### config.mk
export PLATFORM = sky130hd
export DESIGN_NAME = imem_loader
export DESIGN_NICKNAME = d
export VERILOG_FILES = /design/src/rtl/imem_loader.sv
export SDC_FILE = /design/constraint.sdc
export NUM_CORES = 2
export LEC_CHECK = 0
export BUFFER_PORTS_ARGS = -buffer_cell sky130_fd_sc_hd__buf_2
export CAP_MARGIN = 20
export CORE_MARGIN = 3
export CORE_UTILIZATION = 45
export DETAILED_ROUTE_END_ITERATION = 6
export RECOVER_POWER = 100
export SKIP_LAST_GASP = 1
export SYNTH_ARGS = -nofsm -noshare
export SYNTH_HDL_FRONTEND = slang
export SYNTH_SLANG_ARGS = --single-unit
export TNS_END_PERCENT = 50
### constraint.sdc
create_clock -name Clk_O -period 4.79 [get_ports Clk_O]
set_input_delay 0.2395 -clock Clk_O [delete_from_list [all_inputs] [get_ports Clk_O]]
set_output_delay 0.2395 -clock Clk_O [all_outputs]
set_load 0.005 [all_outputs]
### src/rtl/imem_loader.sv
// imem_loader: receives a program over an 8N1 serial line into a 256x8
// instruction memory and holds the CPU in reset until the program is complete.
// The first byte of a load is the program length (0 means 256); the bytes that
// follow fill memory from address 0. Instruction reads return 0 outside the
// loaded program and whenever the loader is not in RUN.
module imem_loader #(
  parameter int CLKS_PER_BIT = 16
) (
  input  logic       Clk_O,
  input  logic       Reset,
  input  logic       Rx,
  input  logic       Reload,
  input  logic [7:0] PC,
  output logic [7:0] Instruction,
  output logic       CPU_Reset,
  output logic       Loading,
  output logic [7:0] Load_Count,
  output logic       Frame_Error
);

  localparam int CNT_W = $clog2(CLKS_PER_BIT);
  localparam logic [CNT_W-1:0] BIT_LAST  = CNT_W'(CLKS_PER_BIT - 1);
  localparam logic [CNT_W-1:0] HALF_LAST = CNT_W'(CLKS_PER_BIT / 2 - 1);

  typedef enum logic [1:0] {
    RX_IDLE,
    RX_START,
    RX_DATA,
    RX_STOP
  } rx_state_t;

  typedef enum logic [1:0] {
    WAIT_LEN,
    LOAD,
    RUN
  } ld_state_t;

  // Synchronizer and receiver state
  logic             rx_meta;
  logic             rx_sync;
  logic [1:0]       sync_fill;
  logic             rx_armed;
  rx_state_t        rx_state;
  logic [CNT_W-1:0] clk_cnt;
  logic [2:0]       bit_idx;
  logic [7:0]       rx_shift;
  logic             stop_wait;
  logic             byte_valid;
  logic             frame_err;

  // Loader state
  ld_state_t        ld_state;
  logic [8:0]       length;
  logic [8:0]       written;
  logic [7:0]       write_addr;
  logic             mem_we;
  logic [7:0]       mem [0:255];

  // Two-flop synchronizer; sync_fill marks when rx_sync reflects the real line
  // rather than its reset value, so a line held low across reset is not
  // mistaken for a start bit.
  always_ff @(posedge Clk_O) begin
    if (!Reset) begin
      rx_meta   <= 1'b1;
      rx_sync   <= 1'b1;
      sync_fill <= 2'b00;
    end else begin
      rx_meta   <= Rx;
      rx_sync   <= rx_meta;
      sync_fill <= {sync_fill[0], 1'b1};
    end
  end

  // Serial receiver: mid-bit sampling, start-bit glitch rejection, and a
  // one-cycle byte_valid / frame_err pulse at the stop-bit sample.
  always_ff @(posedge Clk_O) begin
    if (!Reset) begin
      rx_state   <= RX_IDLE;
      clk_cnt    <= '0;
      bit_idx    <= 3'd0;
      rx_shift   <= 8'h00;
      stop_wait  <= 1'b0;
      byte_valid <= 1'b0;
      frame_err  <= 1'b0;
      rx_armed   <= 1'b0;
    end else begin
      byte_valid <= 1'b0;
      frame_err  <= 1'b0;
      if (sync_fill[1] && rx_sync) begin
        rx_armed <= 1'b1;
      end
      case (rx_state)
        RX_IDLE: begin
          clk_cnt   <= '0;
          bit_idx   <= 3'd0;
          stop_wait <= 1'b0;
          if (rx_armed && !rx_sync) begin
            rx_state <= RX_START;
          end
        end
        RX_START: begin
          if (clk_cnt == HALF_LAST) begin
            clk_cnt  <= '0;
            rx_state <= rx_sync ? RX_IDLE : RX_DATA;
          end else begin
            clk_cnt <= clk_cnt + 1'b1;
          end
        end
        RX_DATA: begin
          if (clk_cnt == BIT_LAST) begin
            clk_cnt  <= '0;
            rx_shift <= {rx_sync, rx_shift[7:1]};
            bit_idx  <= bit_idx + 3'd1;
            if (bit_idx == 3'd7) begin
              rx_state <= RX_STOP;
            end
          end else begin
            clk_cnt <= clk_cnt + 1'b1;
          end
        end
        RX_STOP: begin
          if (stop_wait) begin
            if (rx_sync) begin
              stop_wait <= 1'b0;
              rx_state  <= RX_IDLE;
            end
          end else if (clk_cnt == BIT_LAST) begin
            clk_cnt <= '0;
            if (rx_sync) begin
              byte_valid <= 1'b1;
              rx_state   <= RX_IDLE;
            end else begin
              frame_err <= 1'b1;
              stop_wait <= 1'b1;
            end
          end else begin
            clk_cnt <= clk_cnt + 1'b1;
          end
        end
        default: rx_state <= RX_IDLE;
      endcase
    end
  end

  // A received byte is written only while loading and never in a Reload cycle.
  assign mem_we = Reset && !Reload && (ld_state == LOAD) && byte_valid;

  // Loader FSM with registered status outputs; Reload outranks received bytes.
  always_ff @(posedge Clk_O) begin
    if (!Reset) begin
      ld_state    <= WAIT_LEN;
      length      <= 9'd0;
      written     <= 9'd0;
      write_addr  <= 8'h00;
      Load_Count  <= 8'h00;
      Frame_Error <= 1'b0;
      CPU_Reset   <= 1'b1;
      Loading     <= 1'b1;
    end else if (Reload) begin
      ld_state    <= WAIT_LEN;
      written     <= 9'd0;
      write_addr  <= 8'h00;
      Load_Count  <= 8'h00;
      Frame_Error <= 1'b0;
      CPU_Reset   <= 1'b1;
      Loading     <= 1'b1;
    end else begin
      if (frame_err) begin
        Frame_Error <= 1'b1;
      end
      case (ld_state)
        WAIT_LEN: begin
          if (byte_valid) begin
            length     <= (rx_shift == 8'h00) ? 9'd256 : {1'b0, rx_shift};
            written    <= 9'd0;
            write_addr <= 8'h00;
            Load_Count <= 8'h00;
            ld_state   <= LOAD;
          end
        end
        LOAD: begin
          if (frame_err) begin
            ld_state   <= WAIT_LEN;
            written    <= 9'd0;
            write_addr <= 8'h00;
            Load_Count <= 8'h00;
          end else if (byte_valid) begin
            written    <= written + 9'd1;
            write_addr <= write_addr + 8'd1;
            Load_Count <= Load_Count + 8'd1;
            if (written + 9'd1 == length) begin
              ld_state  <= RUN;
              CPU_Reset <= 1'b0;
              Loading   <= 1'b0;
            end
          end
        end
        RUN: begin
          CPU_Reset <= 1'b0;
          Loading   <= 1'b0;
        end
        default: ld_state <= WAIT_LEN;
      endcase
    end
  end

  // Program memory write port; contents survive reset and reload.
  always_ff @(posedge Clk_O) begin
    if (mem_we) begin
      mem[write_addr] <= rx_shift;
    end
  end

  // Combinational instruction fetch, gated to the loaded program while running.
  always_comb begin
    Instruction = 8'h00;
    if ((ld_state == RUN) && ({1'b0, PC} < length)) begin
      Instruction = mem[PC];
    end
  end

endmodule
==> metrics <==
outcome complete, but fails checks; failing checks design-rule violations, max-capacitance violations, max-slew violations, negative setup slack; core area 183,000 um^2; arrival time worst endpoint 4.58 ns; Starting Density 45.4%; Netlist Area Pre-Place 83,200 um^2; clock sinks 2,111; adder-cell share of the synthesized area 0.301%; vias 44,385; Worst-Skew Late Latency 0.86 ns; pwr/cell area 402 nW/um^2; Max-Cap Viols 15; Slowest-stage cell, CP o31ai_1; CTS tree built; Synth area leaders edfxtp_1 (74%), mux4_2 (10%), mux2i_1 (3.8%); Post-DP Area 87,700 um^2; Slew Limit Fails 1,140; CP Class register to primary output; fin cells 7,227; CTS Buf Count 212; htree depth 4; Layout area overhead 12.8%; f_max 207 MHz; drt first pass iters 7; routability cong. 0.879; DP HPWL 149,000 um; Setup Viol. Count Final 2; syn_area_per_cell 19.3 um^2; Tmin final 4.82 ns; Critical Path Fanout Max 6; Total Power 37.7 mW; post-synth top area share 73.9%; root buffer cell clkbuf_16; clock slew at reported path FFs 0.06 ns; Die ar. 190,000 um^2; Die X 436 um; Clock Path Buffers 3; Max VDD drop 0.410 mV; library cells used by synthesis 71; Chip Height 436 um; Post-synth top cells edfxtp_1 (2,048), mux4_2 (377), nor2_1 (360), mux2i_1 (312), nand2_1 (128); IO buf count 30; final hold vios 0; Tightest Hold Check Type register to register; Post-DRT Antenna Nets 0; vias in the first global route 43,574; Synth Area in Compound Gates 4.41%; CP Launch Type register; setup ws final -0.0301 ns; Min Hold Slack 0.403 ns; share of layout cells above drive strength 1 19.1%; relative slew slack -149%; DR iter-0 viols 5,450; LEAKAGE 30.2 nW; Simple-Gate Fraction of Synth Area 3.46%; Rows 157; first-pass GRT wire length 334,000 um; flops & latches, synth 2,111; Gate Count Post-Synth 4,304; Post-synth EDFFs 2,048; largest area contributor in the netlist edfxtp_1; most common cell in the netlist edfxtp_1; Crit path required time 4.55 ns; Total GRT Usage 24.6%; multiplexer share of the synthesized area 14.1%; RSZ-0062 raised after global routing false; Placed Cells 6,839; slowest stage delay, CP 0.60 ns; sequential area share after synthesis 75.4%; Top FF cell, synth edfxtp_1; grt total ovfl 0; Synth Area in XOR/XNOR 0.316%; skew final 0.0380 ns; post-route cell area 93,900 um^2; largest family of logic cells by synthesized area multiplexers; Ports 31; cell mode on critical path a211oi_1; drc violations 18; initial antenna violation count 5; largest net degree at the start of global routing 171; post-route clock period utilization 101%; asr flop ratio synth 0%; overall routed net length 236,000 um; vias per cell 6.14; Synth Net Count 4,336; nets 4,625; Worst-Margin Slew 3.74 ns; crit path capture type primary output; CP Cell Sequence inv_1 -> ha_1 -> o21a_1 -> nor2_1 -> o31ai_1 -> clkbuf_1 -> a211oi_1 -> buf_4 -> a211oi_1 -> nand4_1 -> buf_2; Synth Warn # 0; DR WL/cell 32.7 um
-- cell usage in the layout (no fill, tap or decap), types with 19 or more instances in the layout --
cell	count
clkbuf_16	213
nand3_1	37
buf_4	132
clkbuf_1	172
buf_12	30
nand2b_1	19
mux4_2	377
nor2b_1	21
clkinv_2	36
nand2_1	125
edfxtp_1	2048
ha_1	20
clkinv_1	40
buf_2	19
o21ai_0	65
a22oi_1	53
nor2_1	351
mux2i_1	312
dfxtp_1	63
a21oi_1	73
a21boi_0	20
nor3_1	42
o21ai_1	20
a221oi_1	115
a221o_1	33
a211oi_1	19
-- registers in the layout, indices dropped and copies added (netlist names), 2 cells and up, named ones only --
signal,flops
ld_state,2
written,9
clk_cnt,4
sync_fill,2
bit_idx,3
mem,2048
rx_shift,8
Load_Count,8
length,9
write_addr,8
-- worst paths after layout --
kind,cells after the start,end,slack [ns],startpoint
worst max-delay path,11,Instruction[2],-0.03,length[2]$_SDFFE_PN0P_
worst min-delay path,1,rx_sync$_SDFF_PN1_,0.40,rx_meta$_SDFF_PN1_
worst max register to register,1,mem[33][3]$_DFFE_PP_,0.43,rx_shift[3]$_SDFFE_PN0P_
worst min register to register,1,rx_sync$_SDFF_PN1_,0.40,rx_meta$_SDFF_PN1_
-- layout make-up --
type / instances / area (um^2)
Antenna cell: 2 / 5.00
Clock buffer: 270 / 5590
Clock inverter: 112 / 1150
Fill cell: 14845 / 89600
Inverter: 19 / 76.3
Multi-Input combinational cell: 1921 / 18800
Sequential cell: 2111 / 62800
Tap cell: 2464 / 3080
Timing Repair Buffer: 328 / 2360
-- what timing repair did --
item                                   CTS  global route
hold buffers                             4             0
setup endpoints to repair                1             0
resized for setup                        1             0
endpoints found under the hold margin   43             0
buffers inserted                         0             0
-- report_power, final --
group | switching [mW] | internal [mW] | total, mW | leakage (nW)
Combinational | 0.968 | 0.610 | 1.58 | 7.45
Clock | 7.00 | 9.21 | 16.2 | 3.29
Sequential | 0.00276 | 19.9 | 19.9 | 19.5
-- worst max-delay path: cells and delay by family (launching register included) --
family,cells,cell delay (ns)
adders and majority gates,1,0.28
DFF,1,0.41
buffers and inverters,4,1.00
and+or+nand+nor,2,0.65
AOI/OAI and AO/OA,4,1.40
-- per-stage QoR --
stage               TNS (ns)  worst slack (ns)  util, %
floorplan                  0             0.480        -
global placement           0             0.413     47.8
detailed placement         0             0.369     47.8
CTS                        0            0.0645     51.5
global route               0            0.0356     51.2
finish               -0.0303           -0.0301     51.2
-- kinds of logic after synthesis --
kind of cell               after synthesis
DFF                                   2111
xor gates and xnor gates                30
adders and majority gates               20
muxes                                  699
buffers and inverters                  272
and+or+nand+nor                        668
AOI/OAI and AO/OA                      504
-- layer usage --
| metal | global-route usage (%) | part of all wire, % | wire length, um | vias to the layer above |
|---|---|---|---|---|
| met3 | 5.74 | 9.6 | 22700 | 400 |
| met1 | 34.8 | 40 | 95100 | 23498 |
| li1 | - | - | - | 18257 |
| met4 | 8.60 | 3.6 | 8570 | 4 |
| met2 | 37.7 | 46 | 110000 | 2226 |
| met5 | 0 | 0.013 | 31 | - |
Note: power is estimated with default switching activity, not from simulation.
